--- config.mk ---
export PLATFORM = sky130hd
export DESIGN_NAME = exu_alu_sequencer
export DESIGN_NICKNAME = d
export VERILOG_FILES = /design/src/rtl/exu_alu_sequencer.sv
export SDC_FILE = /design/constraint.sdc
export NUM_CORES = 1
export LEC_CHECK = 0
export ABC_AREA = 1
export BUFFER_PORTS_ARGS = -buffer_cell sky130_fd_sc_hd__buf_2
export CELL_PAD_IN_SITES_DETAIL_PLACEMENT = 0
export CELL_PAD_IN_SITES_GLOBAL_PLACEMENT = 1
export CORE_MARGIN = 5
export CORE_UTILIZATION = 39
export CTS_CLUSTER_DIAMETER = 200
export DETAILED_ROUTE_END_ITERATION = 7
export GPL_ROUTABILITY_DRIVEN = 0
export PLACE_DENSITY = 0.94
export SLEW_MARGIN = 30
export SYNTH_ARGS = -nofsm -noshare
export SYNTH_HDL_FRONTEND = slang
export SYNTH_SLANG_ARGS = --single-unit
--- constraint.sdc ---
create_clock -name clk -period 2.95 [get_ports clk]
set_input_delay 0.4425 -clock clk [delete_from_list [all_inputs] [get_ports clk]]
set_output_delay 0.4425 -clock clk [all_outputs]
set_load 0.02 [all_outputs]
--- src/rtl/exu_alu_sequencer.sv ---
`default_nettype none
// ----------------------------------------------------------------------------
// exu_alu_sequencer : issues ALU passes for ALU ops (one) and branches (two)
// Rev 1.0
// ----------------------------------------------------------------------------
module exu_alu_sequencer #(
  parameter int WIDTH = 32
) (
  input  logic             clk,
  input  logic             rst,
  input  logic             in_valid,
  output logic             in_ready,
  input  logic             in_is_br,
  input  logic [1:0]       in_aluop,
  input  logic             in_use_imm,
  input  logic [2:0]       in_funct3,
  input  logic [WIDTH-1:0] in_src1,
  input  logic [WIDTH-1:0] in_src2,
  input  logic [WIDTH-1:0] in_imm,
  input  logic [WIDTH-1:0] in_pc,
  output logic [WIDTH-1:0] alu_a,
  output logic [WIDTH-1:0] alu_b,
  output logic [2:0]       alu_ctl,
  input  logic [WIDTH-1:0] alu_result,
  input  logic             alu_of,
  input  logic             alu_zf,
  input  logic             alu_nf,
  input  logic             alu_cf,
  output logic             out_valid,
  input  logic             out_ready,
  output logic [WIDTH-1:0] out_result,
  output logic             out_br_taken,
  output logic             out_err
);

  typedef enum logic [2:0] {
    IDLE = 3'd0,
    EXEC = 3'd1,
    CMP  = 3'd2,
    TGT  = 3'd3,
    DONE = 3'd4
  } state_t;

  state_t state;
  state_t state_nx;

  logic [1:0]       r_aluop;
  logic             r_use_imm;
  logic [2:0]       r_funct3;
  logic [WIDTH-1:0] r_src1;
  logic [WIDTH-1:0] r_src2;
  logic [WIDTH-1:0] r_imm;
  logic [WIDTH-1:0] r_pc;
  logic             r_taken;

  logic             w_cond;
  logic             w_illegal;

  always_ff @(posedge clk) begin
    if (rst) begin
      state <= IDLE;
    end else begin
      state <= state_nx;
    end
  end

  always_comb begin
    state_nx  = state;
    in_ready  = 1'b0;
    out_valid = 1'b0;
    alu_a     = '0;
    alu_b     = '0;
    alu_ctl   = 3'b000;
    case (state)
      IDLE: begin
        in_ready = 1'b1;
        if (in_valid) begin
          state_nx = in_is_br ? CMP : EXEC;
        end
      end
      EXEC: begin
        alu_a    = r_src1;
        alu_b    = r_use_imm ? r_imm : r_src2;
        alu_ctl  = {1'b0, r_aluop};
        state_nx = DONE;
      end
      CMP: begin
        alu_a    = r_src1;
        alu_b    = r_src2;
        alu_ctl  = 3'b001;
        state_nx = TGT;
      end
      TGT: begin
        alu_a    = r_pc;
        alu_b    = r_imm;
        alu_ctl  = 3'b000;
        state_nx = DONE;
      end
      DONE: begin
        out_valid = 1'b1;
        if (out_ready) begin
          state_nx = IDLE;
        end
      end
      default: state_nx = IDLE;
    endcase
  end

  // Branch condition from the flags of the compare (a - b) pass.
  always_comb begin
    w_cond    = 1'b0;
    w_illegal = 1'b0;
    case (r_funct3)
      3'b000:  w_cond = alu_zf;
      3'b001:  w_cond = ~alu_zf;
      3'b100:  w_cond = alu_nf ^ alu_of;
      3'b101:  w_cond = ~(alu_nf ^ alu_of);
      3'b110:  w_cond = ~alu_cf;
      3'b111:  w_cond = alu_cf;
      default: w_illegal = 1'b1;
    endcase
  end

  always_ff @(posedge clk) begin
    if (rst) begin
      r_aluop      <= '0;
      r_use_imm    <= 1'b0;
      r_funct3     <= '0;
      r_src1       <= '0;
      r_src2       <= '0;
      r_imm        <= '0;
      r_pc         <= '0;
      r_taken      <= 1'b0;
      out_result   <= '0;
      out_br_taken <= 1'b0;
      out_err      <= 1'b0;
    end else begin
      case (state)
        IDLE: begin
          if (in_valid) begin
            r_aluop   <= in_aluop;
            r_use_imm <= in_use_imm;
            r_funct3  <= in_funct3;
            r_src1    <= in_src1;
            r_src2    <= in_src2;
            r_imm     <= in_imm;
            r_pc      <= in_pc;
          end
        end
        EXEC: begin
          out_result   <= alu_result;
          out_br_taken <= 1'b0;
          out_err      <= 1'b0;
        end
        CMP: begin
          r_taken <= w_cond & ~w_illegal;
          out_err <= w_illegal;
        end
        TGT: begin
          out_result   <= alu_result;
          out_br_taken <= r_taken;
        end
        default: ;
      endcase
    end
  end

endmodule
`default_nettype wire

==> run_results.csv <==
group,metric,value,unit
grt,grt_max_degree,88,
timing,slew_viol_final,0,
clock_network,numCtsBuffers,17,
setup_path,slowest_stage,"dfxtp_1",
yosys,synthCells,933,
route,viasPerCell,4.64,
pwr,leakagePower,4.30,nW
clock_network,clock_path_buffers,2,
hold_path,holdPathStages,3,
setup_path,cp_common_cell,"inv_2",
yosys,ys_seq_area_share,43.3,%
clock_network,htree_levels,4,
clock_network,cts_hold_buf,0,
grt,grt-ovfl-total,0,
setup_path,startpoint,"state[1]$_SDFFE_PP0P_",
timing,holdWs,0.270,ns
setup_path,endpoint_kind,"output pin",
outcome,status,"finished clean",
route,wl,20900,um
yosys,yosys_warnings,0,
setup_path,crit_chain,"inv_2 > nor3_2 > inv_2 > nand2_1 > inv_2 > o22ai_1 > buf_2",
pwr,p_per_area,672,nW/um2
grt,antenna_found_initial,5,
route,first_iter_violations,303,
floorplan,die_y,153,um
yosys,synth-seq-cells,172,
grt,grt_pass1_wl,33000,um
floorplan,start_util,39.4,%
setup_path,required,2.51,ns
route,drc,0,
setup_path,r2r-start,"state[1]$_SDFFE_PP0P_",
grt,grt_pass1_vias,6502,
timing,finalSetupViolations,0,
timing,finalHoldViolCount,0,
timing,rsz0062_at_grt,"no",
floorplan,coreArea,20200,um2
clock_network,cts_tree,"done",
clock_network,cts-resized-gates,0,
place,postPlaceCellArea,9420,um2
yosys,synth_cell_type_count,28,
setup_path,cp_num_buf_inv,4,
clock_network,post_cts_buffers,0,
hold_path,worstHoldStart,"alu_result[22]",
route,wl_per_cell,14.4,um
timing,skew,0.00893,ns
clock_network,clkTransAtPathRegs,0.07,ns
finish,final_cell_mix,"buf_2 (275), dfxtp_1 (172), nor2_1 (171)",
route,vias,6726,
pwr,irDropWorstVdd,0.000358,V
route,drt_first_pass_iters,4,
hold_path,hold_path_class,"in -> reg",
timing,post-route-period-util,92.5,%
floorplan,fp.dieArea,23400,um2
yosys,synth_fp_nets,1108,
clock_network,cts.sinks,172,
place,portBuffers,276,
timing,worst_pin_slew,0.771,ns
finish,final_common_cell,"buf_2",
finish,nNetsFinal,1343,
route,drtAntennaViolNets,0,
setup_path,critPathKind,"reg -> out",
yosys,synth_area,7960,um2
yosys,syn_area_per_cell,8.53,um2
setup_path,cp_max_fo,33,
setup_path,cp_slowest_stage_delay,0.46,ns
floorplan,die-width,153,um
setup_path,reg2reg_depth,7,
timing,slew_headroom,48.5,%
timing,min_period,2.73,ns
floorplan,rows,52,
hold_path,min_to,"out_result[22]$_SDFFE_PP0P_",
setup_path,rrSetupSlack,1.07,ns
floorplan,boundaryPins,278,
finish,area_growth,25.9,%
finish,drive_gt1_share,40.3,%
timing,tns,0,ns
clock_network,clk_latency,0.42,ns
timing,fmaxAchievable,0.366,GHz
clock_network,clock-root-buffer,"clkbuf_16",
place,dp_hpwl,14600,um
setup_path,cp-start-kind,"flip-flop",
finish,fillers,1988,
setup_path,crit_family,"buffers and inverters",
setup_path,timing.rr.end,"r_imm[11]$_SDFFE_PP0P_",
run,cap_violations,0,
grt,grt_use_total,17.2,%
finish,stdcell_area,10000,um2
setup_path,crit_arrival,2.29,ns
-- cell type report --
cell class | count | area [um2] | area share, %
flip-flops and latches | 172 | 3440 | 34.4
multi-input cells | 514 | 3440 | 34.4
repair buffers | 286 | 1530 | 15.3
inverters | 177 | 668 | 6.67
clock buffers | 20 | 457 | 4.56
well taps | 270 | 338 | 3.37
clock inverters | 11 | 134 | 1.34
diodes | 1 | 2.50 | 0.0250
-- tightest hold or removal path, stage by stage --
cell	delay, ns
buf_2	0.09
nand2_1	0.05
a21oi_1	0.05
-- state kept, by name, summed over array words and instances (netlist names), 2 cells and up --
signal,count
out_result,32
r_aluop,2
r_funct3,3
r_imm,32
r_pc,32
r_src1,32
r_src2,32
state,3
-- power breakdown --
group          switching [W]  internal (W)  total (W)
registers          0.0000882       0.00263    0.00272
logic                0.00112      0.000627    0.00174
clock network       0.000965       0.00130    0.00227
total                0.00217       0.00456    0.00673
-- worst max-delay path by stage --
stage / end / cells after the start / slack [ns]
2_1_floorplan: alu_a[20] / 7 / 1.11
3_3_place_gp: alu_a[12] / 7 / 0.73
3_5_place_dp: alu_a[12] / 7 / 0.72
4_1_cts: alu_a[12] / 7 / 0.26
5_1_grt: alu_a[12] / 7 / 0.03
6_report: alu_a[12] / 7 / 0.22
-- metal layers --
| layer | part of all wire, % | routed length, um | up-vias | GRT usage, % |
|---|---|---|---|---|
| met4 | 1.4 | 285 | 8 | 4.58 |
| met2 | 47 | 9760 | 193 | 28.4 |
| met1 | 44 | 9130 | 3000 | 20.9 |
| met5 | 0.21 | 43 | - | 0 |
| met3 | 7.9 | 1650 | 23 | 6.76 |
| li1 | - | - | 3502 | - |
-- metrics by stage --
| stage | utilization (%) | power, W | std cells | setup slack [ns] |
|---|---|---|---|---|
| floorplan | - | 0.00413 | 933 | 1.11 |
| global placement | 46.7 | 0.00449 | 1419 | 0.726 |
| detailed placement | 46.7 | 0.00453 | 1419 | 0.722 |
| CTS | 49.6 | 0.00681 | 1450 | 0.256 |
| global route | 49.6 | 0.00709 | 1450 | 0.0285 |
| finish | 49.6 | 0.00673 | 1451 | 0.221 |
-- synth_stat cells --
master | n | share of area [%]
nand3b_1 | 1 | 0.094
inv_1 | 170 | 8.0
nor3_1 | 3 | 0.19
a211oi_2 | 130 | 20
a21oi_2 | 1 | 0.11
nand4_1 | 1 | 0.079
o22ai_2 | 14 | 2.2
nor2_4 | 1 | 0.14
nand2_2 | 1 | 0.079
nor2_2 | 1 | 0.079
dfxtp_1 | 172 | 43
buf_4 | 11 | 1.0
a21oi_1 | 38 | 2.4
nand3_1 | 4 | 0.25
clkbuf_1 | 23 | 1.1
a211oi_1 | 3 | 0.28
o22ai_1 | 49 | 3.9
nor2_1 | 171 | 8.1
o21ai_0 | 3 | 0.19
buf_2 | 21 | 1.3
nand2_1 | 89 | 4.2
nand2_4 | 1 | 0.14
inv_2 | 7 | 0.33
nor3_2 | 1 | 0.13
buf_6 | 12 | 1.7
o21ai_2 | 1 | 0.11
conb_1 | 1 | 0.047
buf_1 | 3 | 0.14
-- logic make-up after synthesis --
logic type / after synthesis / share of synthesized area, %
simple gates: 274 / 13.4
buf+inv: 247 / 13.6
compound gates: 239 / 29.6
flops: 172 / 43.3
other cells: 1 / 0.0471
Note: power is estimated with default switching activity, not from simulation.
